<file path="config.mk">
export PLATFORM = sky130hd
export DESIGN_NAME = axis_frame_tagger_flat
export DESIGN_NICKNAME = d
export VERILOG_FILES = /design/src/rtl/axis_frame_pkg.sv /design/src/rtl/axis_frame_tagger_if.sv /design/src/rtl/axis_skid_buffer.sv /design/src/rtl/axis_frame_tagger.sv /design/src/flat_wrapper.sv
export SDC_FILE = /design/constraint.sdc
export NUM_CORES = 1
export LEC_CHECK = 0
export CAP_MARGIN = 20
export CORE_UTILIZATION = 53
export DETAILED_ROUTE_END_ITERATION = 6
export PLACE_DENSITY = 0.77
export REMOVE_ABC_BUFFERS = 1
export SKIP_LAST_GASP = 1
export SYNTH_ARGS = -nofsm -noshare
export SYNTH_HDL_FRONTEND = slang
export SYNTH_SLANG_ARGS = --single-unit
</file>
<file path="constraint.sdc">
create_clock -name aclk -period 2.8 [get_ports aclk]
set_input_delay 0.28 -clock aclk [delete_from_list [all_inputs] [get_ports aclk]]
set_output_delay 0.28 -clock aclk [all_outputs]
set_load 0.005 [all_outputs]
</file>
<file path="src/rtl/axis_frame_pkg.sv">
// Shared types for the output framing stage: default pixel width, the pixel
// type and the tagged beat carried through the skid buffer.
package axis_frame_pkg;

    localparam int unsigned DEF_AXIS_DATA_WIDTH = 24;

    typedef logic [DEF_AXIS_DATA_WIDTH-1:0] pixel_t;

    // frame_end marks a beat that belongs to the last line of the frame.
    typedef struct packed {
        pixel_t data;
        logic   last;
        logic   user;
        logic   frame_end;
    } beat_t;

    localparam int unsigned BEAT_WIDTH = $bits(beat_t);

    // Counter width for a 0..bound-1 range, never narrower than one bit.
    function automatic int unsigned cnt_width(input int unsigned bound);
        return (bound > 1) ? $clog2(bound) : 1;
    endfunction

endpackage

</file>
<file path="src/rtl/axis_frame_tagger_if.sv">
// Pixel-in / AXI4-Stream-out bundle of the frame tagger. The master modport is
// the tagger itself (drives the stream outward), slave is the environment.
interface axis_frame_tagger_if #(
    parameter int unsigned AXIS_DATA_WIDTH = 24
);
    localparam int unsigned KEEP_W = AXIS_DATA_WIDTH / 8;

    logic                       s_pix_valid;
    logic                       s_pix_ready;
    logic [AXIS_DATA_WIDTH-1:0] s_pix_data;
    logic                       s_pix_sof;

    logic                       m_axis_tvalid;
    logic                       m_axis_tready;
    logic [AXIS_DATA_WIDTH-1:0] m_axis_tdata;
    logic [KEEP_W-1:0]          m_axis_tstrb;
    logic [KEEP_W-1:0]          m_axis_tkeep;
    logic                       m_axis_tlast;
    logic                       m_axis_tuser;
    logic                       m_axis_tid;
    logic                       m_axis_tdest;

    modport master (
        input  s_pix_valid, s_pix_data, s_pix_sof, m_axis_tready,
        output s_pix_ready, m_axis_tvalid, m_axis_tdata, m_axis_tstrb, m_axis_tkeep,
               m_axis_tlast, m_axis_tuser, m_axis_tid, m_axis_tdest
    );

    modport slave (
        output s_pix_valid, s_pix_data, s_pix_sof, m_axis_tready,
        input  s_pix_ready, m_axis_tvalid, m_axis_tdata, m_axis_tstrb, m_axis_tkeep,
               m_axis_tlast, m_axis_tuser, m_axis_tid, m_axis_tdest
    );

endinterface

</file>
<file path="src/rtl/axis_skid_buffer.sv">
// Two-entry skid buffer. Entry 0 always holds the head beat and drives the
// output directly; in_ready is registered and low only while both entries are
// occupied, so the upstream path has no combinational dependence on out_ready.
module axis_skid_buffer
    import axis_frame_pkg::*;
#(
    parameter int unsigned WIDTH = BEAT_WIDTH
) (
    input  logic             clk,
    input  logic             rst,
    input  logic             in_valid,
    output logic             in_ready,
    input  logic [WIDTH-1:0] in_data,
    output logic             out_valid,
    input  logic             out_ready,
    output logic [WIDTH-1:0] out_data
);

    logic [WIDTH-1:0] ent0_q, ent0_d;
    logic [WIDTH-1:0] ent1_q, ent1_d;
    logic [1:0]       occ_q, occ_d;
    logic             ready_q;
    logic             push, pop;

    assign push = in_valid && ready_q;
    assign pop  = (occ_q != 2'd0) && out_ready;

    // Next entry contents and occupancy; push with a full buffer cannot occur.
    always_comb begin
        ent0_d = ent0_q;
        ent1_d = ent1_q;
        occ_d  = occ_q;
        case ({push, pop})
            2'b10: begin
                if (occ_q == 2'd0) ent0_d = in_data;
                else               ent1_d = in_data;
                occ_d = occ_q + 2'd1;
            end
            2'b01: begin
                ent0_d = ent1_q;
                occ_d  = occ_q - 2'd1;
            end
            2'b11: begin
                if (occ_q == 2'd1) begin
                    ent0_d = in_data;
                end else begin
                    ent0_d = ent1_q;
                    ent1_d = in_data;
                end
            end
            default: ;
        endcase
    end

    // Entry, occupancy and registered-ready state.
    always_ff @(posedge clk or posedge rst) begin
        if (rst) begin
            ent0_q  <= '0;
            ent1_q  <= '0;
            occ_q   <= 2'd0;
            ready_q <= 1'b0;
        end else begin
            ent0_q  <= ent0_d;
            ent1_q  <= ent1_d;
            occ_q   <= occ_d;
            ready_q <= (occ_d != 2'd2);
        end
    end

    assign in_ready  = ready_q;
    assign out_valid = (occ_q != 2'd0);
    assign out_data  = ent0_q;

endmodule

</file>
<file path="src/rtl/axis_frame_tagger.sv">
// Output framing stage: tags the raw pixel stream with tuser (start of frame)
// and tlast (end of line), buffers it through a 2-entry skid buffer and pulses
// frame_done when the last beat of a frame leaves.
// Optional feature macro: SOF_CHECK_EN -- checks s_pix_sof against the internal
// position, raises sticky err_sof and resyncs on an unexpected start of frame.
module axis_frame_tagger
    import axis_frame_pkg::*;
#(
    parameter int unsigned AXIS_DATA_WIDTH = DEF_AXIS_DATA_WIDTH,
    parameter int unsigned IMG_WIDTH       = 3840,
    parameter int unsigned IMG_HEIGHT      = 2160
) (
    input  logic                aclk,
    input  logic                arst,
    axis_frame_tagger_if.master bus,
    output logic                frame_done,
    output logic                err_sof
);

    localparam int unsigned COL_W  = cnt_width(IMG_WIDTH);
    localparam int unsigned ROW_W  = cnt_width(IMG_HEIGHT);
    localparam int unsigned KEEP_W = AXIS_DATA_WIDTH / 8;
    localparam logic [COL_W-1:0] COL_LAST = COL_W'(IMG_WIDTH - 1);
    localparam logic [ROW_W-1:0] ROW_LAST = ROW_W'(IMG_HEIGHT - 1);

    // Same layout as beat_t, but with the data field following the parameter.
    typedef struct packed {
        logic [AXIS_DATA_WIDTH-1:0] data;
        logic                       last;
        logic                       user;
        logic                       frame_end;
    } tag_beat_t;

    logic [COL_W-1:0] col_q, col_d, eff_col;
    logic [ROW_W-1:0] row_q, row_d, eff_row;
    logic             in_xfer, out_xfer;
    logic             out_valid;
    logic             frame_done_q;
    tag_beat_t        in_beat, out_beat;

    assign in_xfer  = bus.s_pix_valid && bus.s_pix_ready;
    assign out_xfer = out_valid && bus.m_axis_tready;

`ifdef SOF_CHECK_EN
    logic at_origin, resync, err_q;

    assign at_origin = (col_q == '0) && (row_q == '0);
    assign resync    = bus.s_pix_sof && !at_origin;
    // A resynced pixel is treated as position (0,0).
    assign eff_col   = resync ? '0 : col_q;
    assign eff_row   = resync ? '0 : row_q;

    // Sticky error: SOF seen mid-frame, or missing at the frame's first pixel.
    always_ff @(posedge aclk or posedge arst) begin
        if (arst) begin
            err_q <= 1'b0;
        end else if (in_xfer && (resync || (at_origin && !bus.s_pix_sof))) begin
            err_q <= 1'b1;
        end
    end

    assign err_sof = err_q;
`else
    assign eff_col = col_q;
    assign eff_row = row_q;
    assign err_sof = 1'b0;
`endif

    // Tags for the incoming pixel and the position of the following pixel.
    always_comb begin
        in_beat.data      = bus.s_pix_data;
        in_beat.last      = (eff_col == COL_LAST);
        in_beat.user      = (eff_col == '0) && (eff_row == '0);
        in_beat.frame_end = (eff_row == ROW_LAST);
        if (eff_col == COL_LAST) begin
            col_d = '0;
            row_d = (eff_row == ROW_LAST) ? '0 : eff_row + ROW_W'(1);
        end else begin
            col_d = eff_col + COL_W'(1);
            row_d = eff_row;
        end
    end

    // Position counters advance on every accepted pixel.
    always_ff @(posedge aclk or posedge arst) begin
        if (arst) begin
            col_q <= '0;
            row_q <= '0;
        end else if (in_xfer) begin
            col_q <= col_d;
            row_q <= row_d;
        end
    end

    // One-cycle pulse after the final beat of a frame transfers downstream.
    always_ff @(posedge aclk or posedge arst) begin
        if (arst) begin
            frame_done_q <= 1'b0;
        end else begin
            frame_done_q <= out_xfer && out_beat.last && out_beat.frame_end;
        end
    end

    axis_skid_buffer #(
        .WIDTH ($bits(tag_beat_t))
    ) u_skid (
        .clk       (aclk),
        .rst       (arst),
        .in_valid  (bus.s_pix_valid),
        .in_ready  (bus.s_pix_ready),
        .in_data   (in_beat),
        .out_valid (out_valid),
        .out_ready (bus.m_axis_tready),
        .out_data  (out_beat)
    );

    assign bus.m_axis_tvalid = out_valid;
    assign bus.m_axis_tdata  = out_beat.data;
    assign bus.m_axis_tlast  = out_beat.last;
    assign bus.m_axis_tuser  = out_beat.user;
    assign bus.m_axis_tkeep  = {KEEP_W{out_valid}};
    assign bus.m_axis_tstrb  = {KEEP_W{out_valid}};
    assign bus.m_axis_tid    = 1'b0;
    assign bus.m_axis_tdest  = 1'b0;
    assign frame_done        = frame_done_q;

endmodule

</file>
<file path="src/flat_wrapper.sv">
// flat-port wrapper written by rule: the top's interface ports become plain ports
module axis_frame_tagger_flat import axis_frame_pkg::*;
#(
    parameter int unsigned AXIS_DATA_WIDTH = DEF_AXIS_DATA_WIDTH,
    parameter int unsigned IMG_WIDTH       = 3840,
    parameter int unsigned IMG_HEIGHT      = 2160
)
  (aclk, arst, frame_done, err_sof, bus_s_pix_valid, bus_s_pix_data, bus_s_pix_sof, bus_m_axis_tready, bus_s_pix_ready, bus_m_axis_tvalid, bus_m_axis_tdata, bus_m_axis_tstrb, bus_m_axis_tkeep, bus_m_axis_tlast, bus_m_axis_tuser, bus_m_axis_tid, bus_m_axis_tdest);
  axis_frame_tagger_if #(.AXIS_DATA_WIDTH(AXIS_DATA_WIDTH)) bus_i ();
  input  logic aclk;
  input  logic arst;
  output logic frame_done;
  output logic err_sof;
  input wire logic [$bits(bus_i.s_pix_valid)-1:0] bus_s_pix_valid;
  input wire logic [$bits(bus_i.s_pix_data)-1:0] bus_s_pix_data;
  input wire logic [$bits(bus_i.s_pix_sof)-1:0] bus_s_pix_sof;
  input wire logic [$bits(bus_i.m_axis_tready)-1:0] bus_m_axis_tready;
  output wire logic [$bits(bus_i.s_pix_ready)-1:0] bus_s_pix_ready;
  output wire logic [$bits(bus_i.m_axis_tvalid)-1:0] bus_m_axis_tvalid;
  output wire logic [$bits(bus_i.m_axis_tdata)-1:0] bus_m_axis_tdata;
  output wire logic [$bits(bus_i.m_axis_tstrb)-1:0] bus_m_axis_tstrb;
  output wire logic [$bits(bus_i.m_axis_tkeep)-1:0] bus_m_axis_tkeep;
  output wire logic [$bits(bus_i.m_axis_tlast)-1:0] bus_m_axis_tlast;
  output wire logic [$bits(bus_i.m_axis_tuser)-1:0] bus_m_axis_tuser;
  output wire logic [$bits(bus_i.m_axis_tid)-1:0] bus_m_axis_tid;
  output wire logic [$bits(bus_i.m_axis_tdest)-1:0] bus_m_axis_tdest;
  assign bus_i.s_pix_valid = bus_s_pix_valid;
  assign bus_i.s_pix_data = bus_s_pix_data;
  assign bus_i.s_pix_sof = bus_s_pix_sof;
  assign bus_i.m_axis_tready = bus_m_axis_tready;
  assign bus_s_pix_ready = bus_i.s_pix_ready;
  assign bus_m_axis_tvalid = bus_i.m_axis_tvalid;
  assign bus_m_axis_tdata = bus_i.m_axis_tdata;
  assign bus_m_axis_tstrb = bus_i.m_axis_tstrb;
  assign bus_m_axis_tkeep = bus_i.m_axis_tkeep;
  assign bus_m_axis_tlast = bus_i.m_axis_tlast;
  assign bus_m_axis_tuser = bus_i.m_axis_tuser;
  assign bus_m_axis_tid = bus_i.m_axis_tid;
  assign bus_m_axis_tdest = bus_i.m_axis_tdest;
  axis_frame_tagger #(.AXIS_DATA_WIDTH(AXIS_DATA_WIDTH), .IMG_WIDTH(IMG_WIDTH), .IMG_HEIGHT(IMG_HEIGHT)) u_core (.aclk(aclk), .arst(arst), .bus(bus_i), .frame_done(frame_done), .err_sof(err_sof));
endmodule
</file>
* Word-level counts from Yosys, hierarchy flattened
Index checks and enable logic that the tools add are counted.
** Operators by class
- Equal/unequal tests :: 10
- Multiply operators :: 0
- Add/subtract/negate cells :: 4
- Shifts and indexed selects :: 0
- Multiplexer cells :: 9
- Reduce and logical (&&, ||, !) cells :: 14
- $lt $le $gt $ge :: 0
- Divide/modulo/power cells :: 0
- Bitwise logic cells :: 0
** Operators with widths (number)
- $mux 27 :: 4
- $pmux 27 s3 :: 1
- $pmux 27 s2 :: 1
- $add 12x1->12 const B :: 2
- $eq 12x12->1 const B :: 2
- $logic_not 12->1 :: 2
- $mux 12 :: 2
- $ne 2x2->1 const B :: 4
- $logic_and 1x1->1 :: 5
- $eq 2x1->1 const B :: 2
- $eq 2x2->1 const B :: 2
- $pmux 2 s2 :: 1
- $reduce_and 2->1 :: 2
- $reduce_bool 2->1 :: 2
- $reduce_and 3->1 :: 1
- $reduce_bool 3->1 :: 1
- $add 2x1->2 const B :: 1
- $logic_not 2->1 :: 1
- $sub 2x1->2 const B :: 1
** Word-level totals
- Output and inout bits :: 38
- Bits in read-only memories :: 0
- Input bits :: 29
- Memories kept :: 0
- Memory bits (writable) :: 0
- Word-level logic and storage cells :: 44
- Register bits after elaboration :: 82
- Bits in latches :: 0

* Logic depth before layout (Yosys ltp)
Gate-level depths: netlist of the first run.
- Word-level depth :: 5
- Mapped depth :: 11
- Mapped depth without buffers :: 9

* By module
Synthesis of the first run repeated with hierarchy kept, for this count alone.
** Unflattened totals
- Cell total of the unflattened synthesis :: 399
- Area total of the unflattened synthesis :: 4249.1 µm²
** By module, submodules not included
- axis_skid_buffer :: sequential area each 1426.4 µm², area each 2778.9 µm², cells each 245, times used 1
- axis_frame_tagger :: sequential area each 625.6 µm², area each 1470.2 µm², cells each 154, times used 1

* Worst setup path before layout of the first run
OpenSTA, ideal clock, no wires.
- Path type :: register -> register
- From :: register u_core.u_skid.occ_q[0]
- To :: register u_core.u_skid.ent1_q[10]
- Arrival time :: 2156 ps
- Period minus slack after synthesis :: 2280 ps
- Required time :: 2675 ps
- Buffers on the path :: 2
- Slack :: 520 ps
- Cell stages (with the launch flop) :: 10
- Setup time :: 125 ps
- Cells stage by stage :: dfrtp_1 inv_1 ha_1 nor2b_1 clkbuf_1 inv_1 ha_1 o211ai_1 clkbuf_1 mux2_2
** On the way
- Word-level cells in the longest chain between the ends :: 5
- Elaborated cells between the ends (all ways) :: 11
- Those cells by class :: eq/ne: 5; mux: 1; reduce/logical: 5
** Ends and longest elaborated chain
- start: declaration :: RTL line axis_skid_buffer.sv:21 : logic [1:0] occ_q, occ_d;
- start signal: assignment :: RTL line axis_skid_buffer.sv:60 : occ_q <= 2'd0;
- start signal: assignment :: RTL line axis_skid_buffer.sv:65 : occ_q <= occ_d;
- $reduce_bool 2->1 :: RTL line axis_skid_buffer.sv:26 : assign pop = (occ_q != 2'd0) && out_ready;
- $logic_and 1x1->1 :: RTL line axis_skid_buffer.sv:26
- $eq 2x2->1 :: RTL line axis_skid_buffer.sv:33 : case ({push, pop})
- $ne 2x2->1 (no source line) / $reduce_bool 2->1 (equally long branches)
- $reduce_and 3->1 (no source line)
- end signal: assignment :: RTL line axis_skid_buffer.sv:64 : ent1_q <= ent1_d;
- end: declaration :: RTL line axis_skid_buffer.sv:20 : logic [WIDTH-1:0] ent1_q, ent1_d;
Parallel ways exist; a longest one is shown, timed or not.
A chain may end at the register's enable or synchronous reset.

* Worst setup path after layout of the first run
- From :: register u_core.u_skid.occ_q[0]
- To :: register u_core.u_skid.ent0_q[22] (netlist: u_core.u_skid.out_data[22])
** On the way
- Word-level cells in the longest chain between the ends :: 5
- Elaborated cells between the ends (all ways) :: 12
- Those cells by class :: eq/ne: 5; mux: 2; reduce/logical: 5
** Ends and longest elaborated chain
- $reduce_bool 2->1 :: RTL line axis_skid_buffer.sv:26
- $logic_and 1x1->1 :: RTL line axis_skid_buffer.sv:26
- $eq 2x2->1 / $eq 2x1->1 (equally long branches) :: RTL line axis_skid_buffer.sv:33
- $ne 2x2->1 (no source line) / $reduce_bool 3->1 (equally long branches)
- $reduce_and 2->1 (no source line)
- end signal: assignment :: RTL line axis_skid_buffer.sv:63 : ent0_q <= ent0_d;
- end: declaration :: RTL line axis_skid_buffer.sv:19 : logic [WIDTH-1:0] ent0_q, ent0_d;
Parallel ways exist; a longest one is shown, timed or not.

==> parameters.txt, run 1 <==
Parameter                              Value

Status
  Result of the run ... finished clean

Layout
  Most common cell after layout, fill and taps aside ... dfrtp_1
  Final cell utilization of the core ... 0.6474
  Most frequent cells in the layout ... dfrtp_1 (82), clkdlybuf4s50_1 (62), nand2_1 (51)
  Synth-to-layout area growth ... 16.96%
  Number of fill cells in the layout ... 576
  Antenna cell count ... 0
  Post-layout instance area ... 4746 µm²
  Net count of the finished layout ... 458
  Share of final-layout standard cells stronger than drive strength 1 ... 0.1435

Die
  Initial Utilization ... 0.5535
  Area enclosed by the die boundary ... 8010 µm²
  Die Span Y ... 89.50 µm
  Die Span X ... 89.50 µm
  Floorplan core area ... 7331 µm²
  Number of top-level design ports ... 67
  Standard-cell rows ... 31

Logic synthesis
  Top cell type's share of synthesized area ... 0.5057
  Cell variety after synth ... 48
  Share of synthesized registers carrying an async set or reset ... 1.000
  Post-synthesis area per instance ... 10.38 µm²
  Biggest area consumer among synthesized cells ... dfrtp_1
  Netlist area before placement ... 4058 µm²
  Number of enable flip-flop cells after synthesis ... 0
  Seq/Total Area, Yosys ... 0.5057
  Commonest register cell after synthesis ... dfrtp_1
  Number of instances in the synthesized netlist ... 391
  Number of warnings issued by yosys ... 0
  Flops & latches, synth ... 82
  Cell types with the largest area share after synthesis ... dfrtp_1 (51%), mux2_2 (6.7%), buf_4 (6.3%), nand2_1 (4.7%), a22oi_1 (4.6%)

Global routing
  Residual overflow from global routing ... 0
  Number of antenna violations at the first check in global routing ... 0
  Via count of the first global-routing pass ... 2814
  Gr usage total ... 0.2137
  Wire length of the first global-routing pass ... 12.97 mm
  Pin count of the biggest net entering global routing ... 46

Critical path
  Crit path launch type ... flop
  Buf+Inv Stages, Crit Path ... 2
  CP peak stage delay ... 410 ps
  Maximum fanout along the worst path ... 19
  Endpoint kind of the worst setup timing path ... flop
  Worst EP required ... 3070 ps
  Worst reg-to-reg setup slack ... 320 ps
  Data arrival, critical path ... 2750 ps
  Cell Chain, Critical Path ... inv_1, ha_1, nor2b_1, ha_1, nor2b_1, o21a_1, buf_4, a22oi_1, o21ai_0
  CP max-delay cell ... dfrtp_1
  Family with the most delay on the worst path ... compound AO/OA/AOI/OAI gates
  Worst setup path startpoint ... u_core.u_skid.occ_q[0]$_DFF_PP0_
  Launch point of the worst reg-to-reg path ... u_core.u_skid.occ_q[0]$_DFF_PP0_
  Worst Setup Path Type ... reg2reg

STA
  Worst hold margin ... 344.1 ps
  Unrepaired setup endpoints after global routing ... false
  Slew of the pin with the lowest slew margin ... 745.5 ps
  Final Max Tran Viols ... 0
  Skew final ... 12.38 ps
  Worst setup margin ... 317.4 ps
  Highest clock frequency the design can meet ... 402.8 MHz
  Hold Violations, Final ... 0
  Max-slew headroom at the worst pin ... 0.5024
  Setup Viol. Count Final ... 0
  Min Tclk post-route ... 2483 ps
  Crit share post-route ... 0.8866

Pwr
  Worst ir drop on vdd ... 0.6029 mV
  Lkg Pwr ... 2.012 nW
  Fraction of power consumed by combinational cells ... 0.412
  Proportion of power drawn by the clock network ... 0.179
  Total power density per cell area ... 962.3 nW/µm²
  Proportion of total power due to net switching ... 0.3441
  Power dissipated by switching net loads ... 0.001572 W
  Fraction of power consumed by sequential logic ... 0.409
  Internal power component ... 0.002995 W

Worst hold path
  Class of the tightest hold or removal check ... in2async

Placed design
  Weighted congestion at the end of routability-driven global placement ... 0.7581
  HPWL after detailed placement ... 5.412 mm
  Post-DP Area ... 4562 µm²
  Pre-CTS setup slack ... 247.3 ps
  IO buf count ... 62

Route
  Routed wirelength normalized by instance count ... 15.42 µm
  Total via count in the routed design ... 2937
  Number of DRC markers after the initial detailed-route iteration ... 116
  Antenna Violating Nets Remaining ... 0
  Total detailed-routing wirelength ... 8.079 mm
  Router iterations before antenna repair ... 4
  Via/cell ratio ... 5.605
  DRC ... 0

Clock tree
  Reg clk slew, reported paths ... 90 ps
  Num CTS Buffers ... 9
  H-tree level count ... 3
  # resized after CTS ... 0
  Buffer count from post-CTS setup fixing ... 0
  Worst-skew pair later-pin latency ... 360 ps
  CTS Sinks ... 82
  CTS tree ... yes
  Number of buffers between clock root and the deepest sink ... 2
  Cell chosen for the clock root ... clkbuf_8
  Hold bufs inserted after CTS ... 0

Job
  Total of max-cap violations ... 0
-- kinds of logic after synthesis --
group,Yosys count,share of synthesized area
mux,26,0.07154
fa+ha+maj,9,0.02775
buf+inv,67,0.09805
flops,82,0.5057
other cells,1,0.0009242
compound gates,83,0.1301
simple gates,114,0.1465
xor+xnor,9,0.01943
-- layout make-up --
class,instances,area [µm²],share of cell area
Clock buffer,9,123.9,0.02610
Clock inverter,7,60.06,0.01265
Inverter,12,46.29,0.009755
Multi-Input combinational cell,244,1627,0.3427
Sequential cell,82,2052,0.4324
Tap cell,99,123.9,0.02610
Timing Repair Buffer,71,713.2,0.1503
-- power groups by stage --
stage / clock, W / combinational [W] / sequential (W)
2_1_floorplan: 0 / 0.000983 / 0.00185
3_3_place_gp: 0 / 0.00183 / 0.00186
3_5_place_dp: 0 / 0.00189 / 0.00189
4_1_cts: 0.000835 / 0.00191 / 0.00187
5_1_grt: 0.000883 / 0.00207 / 0.00192
6_report: 0.000816 / 0.00188 / 0.00187
-- sequential cells by signal, summed over array words and instances, names as in the netlist --
name	cells
u_core.u_skid.occ_q	2
u_core.frame_done	1
u_core.eff_row	12
u_core.u_skid.ent1_q	27
u_core.col_q	12
u_core.u_skid.in_ready	1
u_core.u_skid.out_data	27
-- synth_stat cells (all sizes together) (2+ instances only) --
cell type,instances
dfrtp,82
nand2,52
buf,41
o21ai,39
a22oi,25
mux2,24
nand3,15
clkbuf,14
inv,11
nand4,10
ha,9
and4,8
a21oi,6
nor2,6
xnor2,5
xor2,4
nand2b,3
nor4,3
o31ai,3
or3,3
or4,3
and2,2
and3,2
mux2i,2
nor2b,2
nor4b,2
o211ai,2
-- layer usage --
layer,global-route usage,share of wire
met2,0.3428,0.49
met5,0,0
met1,0.2833,0.45
met4,0.08369,0.014
met3,0.04801,0.051
-- per-stage QoR --
step	power [W]	TNS [ps]	instances
after CTS	0.004608	0	524
after floorplan	0.002835	-11140	338
final	0.004567	0	524
after global placement	0.003697	0	508
after detailed placement	0.003777	0	508
after global routing	0.004876	0	524
-- final timing paths --
check	to	cells past startpoint
max	u_core.u_skid.out_data[22]$_DFFE_PP0P_	9
min	u_core.u_skid.out_data[6]$_DFFE_PP0P_	2
max reg2reg	u_core.u_skid.out_data[22]$_DFFE_PP0P_	9
min reg2reg	u_core.u_skid.out_data[15]$_DFFE_PP0P_	2
max in group asynchronous	u_core.col_q[5]$_DFFE_PP0P_	3
min in group aclk	u_core.u_skid.out_data[15]$_DFFE_PP0P_	2
Power figures use the tool's default switching activity.
==> run 2, diff against run 1 <==
CORE_MARGIN = 2   (was not set)
==> run 2 against run 1 <==
Net effect: fmax shrank 2.9%; clock skew down 0.63 ps; final cell count decreased by 0.38%; critical endpoint is now u_core.u_skid.out_data[21]$_DFFE_PP0P_; sequential cell count did not move; clock power increased by 14%; critical path type unchanged; largest cell class unchanged.
==> parameters.txt, run 2 (synthesis results as in run 1) <==
Parameter                              Value

Status
  Result of the run ... finished clean

STA
  Hold Violations, Final ... 0
  Slew of the pin with the lowest slew margin ... 565.6 ps
  Crit share post-route ... 0.9132
  Highest clock frequency the design can meet ... 391.1 MHz
  Setup Viol. Count Final ... 0
  Max-slew headroom at the worst pin ... 0.6218
  Min Tclk post-route ... 2557 ps
  Unrepaired setup endpoints after global routing ... false
  Skew final ... 11.75 ps
  Worst hold margin ... 340.6 ps
  Worst setup margin ... 243.1 ps
  Final Max Tran Viols ... 0

Worst hold path
  Class of the tightest hold or removal check ... in2async

Placed design
  Number of cells in the design after placement ... 507
  Weighted congestion at the end of routability-driven global placement ... 0.7945
  HPWL after detailed placement ... 5.433 mm
  IO buf count ... 62
  Post-DP Area ... 4554 µm²
  Pre-CTS setup slack ... 255.2 ps

Die
  Area enclosed by the die boundary ... 8372 µm²
  Die Span X ... 91.50 µm
  Number of top-level design ports ... 67
  Die Span Y ... 91.50 µm
  Standard-cell rows ... 31
  Initial Utilization ... 0.5535
  Floorplan core area ... 7331 µm²

Route
  DRC ... 0
  Total via count in the routed design ... 2970
  Antenna Violating Nets Remaining ... 0
  Router iterations before antenna repair ... 4
  Via/cell ratio ... 5.690
  Number of DRC markers after the initial detailed-route iteration ... 131
  Routed wirelength normalized by instance count ... 15.78 µm
  Total detailed-routing wirelength ... 8.235 mm

Clock tree
  Cell chosen for the clock root ... clkbuf_8
  CTS tree ... yes
  Reg clk slew, reported paths ... 90 ps
  # resized after CTS ... 0
  Number of buffers between clock root and the deepest sink ... 2
  Num CTS Buffers ... 9
  Worst-skew pair later-pin latency ... 350 ps
  Buffer count from post-CTS setup fixing ... 0
  CTS Sinks ... 82
  Hold bufs inserted after CTS ... 0
  H-tree level count ... 3

Pwr
  Lkg Pwr ... 2.024 nW
  Worst ir drop on vdd ... 0.6672 mV
  Total power density per cell area ... 976.2 nW/µm²
  Final total power ... 0.004655 W

Layout
  Synth-to-layout area growth ... 17.51%
  Most common cell after layout, fill and taps aside ... dfrtp_1
  Post-layout instance area ... 4768 µm²
  Post-Layout Cell Count ... 522
  Net count of the finished layout ... 457
  Most frequent cells in the layout ... dfrtp_1 (82), clkdlybuf4s50_1 (62), nand2_1 (51)
  Antenna cell count ... 0
  Share of final-layout standard cells stronger than drive strength 1 ... 0.1395

Global routing
  Residual overflow from global routing ... 0
  Via count of the first global-routing pass ... 2928
  Number of antenna violations at the first check in global routing ... 0
  Wire length of the first global-routing pass ... 14.09 mm
  Gr usage total ... 0.2089
  Pin count of the biggest net entering global routing ... 83

Job
  Total of max-cap violations ... 0

Critical path
  Maximum fanout along the worst path ... 12
  Worst EP required ... 3060 ps
  Endpoint kind of the worst setup timing path ... flop
  Data arrival, critical path ... 2820 ps
  Cell Chain, Critical Path ... inv_1, ha_1, nor2b_1, ha_1, nor2b_1, o21a_1, buf_4, a22oi_1, o21ai_0
  CP max-delay cell ... o21a_1
  Worst Setup Path Type ... reg2reg
  CP peak stage delay ... 490 ps
  Crit path launch type ... flop
[run 2: per-stage QoR]
step | TNS, ps | utilization
2_1_floorplan | -11140 | -
3_3_place_gp | 0 | 0.6213
3_5_place_dp | 0 | 0.6213
4_1_cts | 0 | 0.6505
5_1_grt | 0 | 0.6505
6_report | 0 | 0.6505
[run 2: report_power, final]
group / internal, W / switching [W]
clock: 0.000502 / 0.000429
sequential: 0.00161 / 0.000260
combinational: 0.00102 / 0.000833
[run 2: routing by layer]
metal	wire, µm	GRT usage
met5	0	0
met4	215	0.09343
met3	365	0.03154
met2	4088	0.3333
met1	3567	0.2827
[run 2: worst max-delay path, delay by kind of cell, from the launching register on]
kind	cells	cell delay [ps]
AOI/OAI and AO/OA	3	750
DFF	1	390
and+or+nand+nor	2	490
adders and majority gates	2	510
buffers and inverters	2	320
[run 2: final timing paths]
check	startpoint	endpoint	slack (ps)	cells past startpoint
setup / recovery	u_core.u_skid.occ_q[0]$_DFF_PP0_	u_core.u_skid.out_data[21]$_DFFE_PP0P_	240	9
hold / removal	arst	u_core.u_skid.out_data[26]$_DFFE_PP0P_	340	3
setup reg to reg	u_core.u_skid.occ_q[0]$_DFF_PP0_	u_core.u_skid.out_data[21]$_DFFE_PP0P_	240	9
hold reg to reg	u_core.u_skid.out_data[15]$_DFFE_PP0P_	u_core.u_skid.out_data[15]$_DFFE_PP0P_	480	2
max in group asynchronous	arst	u_core.u_skid.ent1_q[9]$_DFFE_PP0P_	2120	3
min in group aclk	u_core.u_skid.out_data[15]$_DFFE_PP0P_	u_core.u_skid.out_data[15]$_DFFE_PP0P_	480	2
[run 2: cell type report]
class	count	area (µm²)
Tap cell	99	123.9
Sequential cell	82	2052
Clock buffer	9	123.9
Clock inverter	6	90.09
Timing Repair Buffer	70	705.7
Inverter	12	46.29
Fill cell	541	2562
Multi-Input combinational cell	244	1627
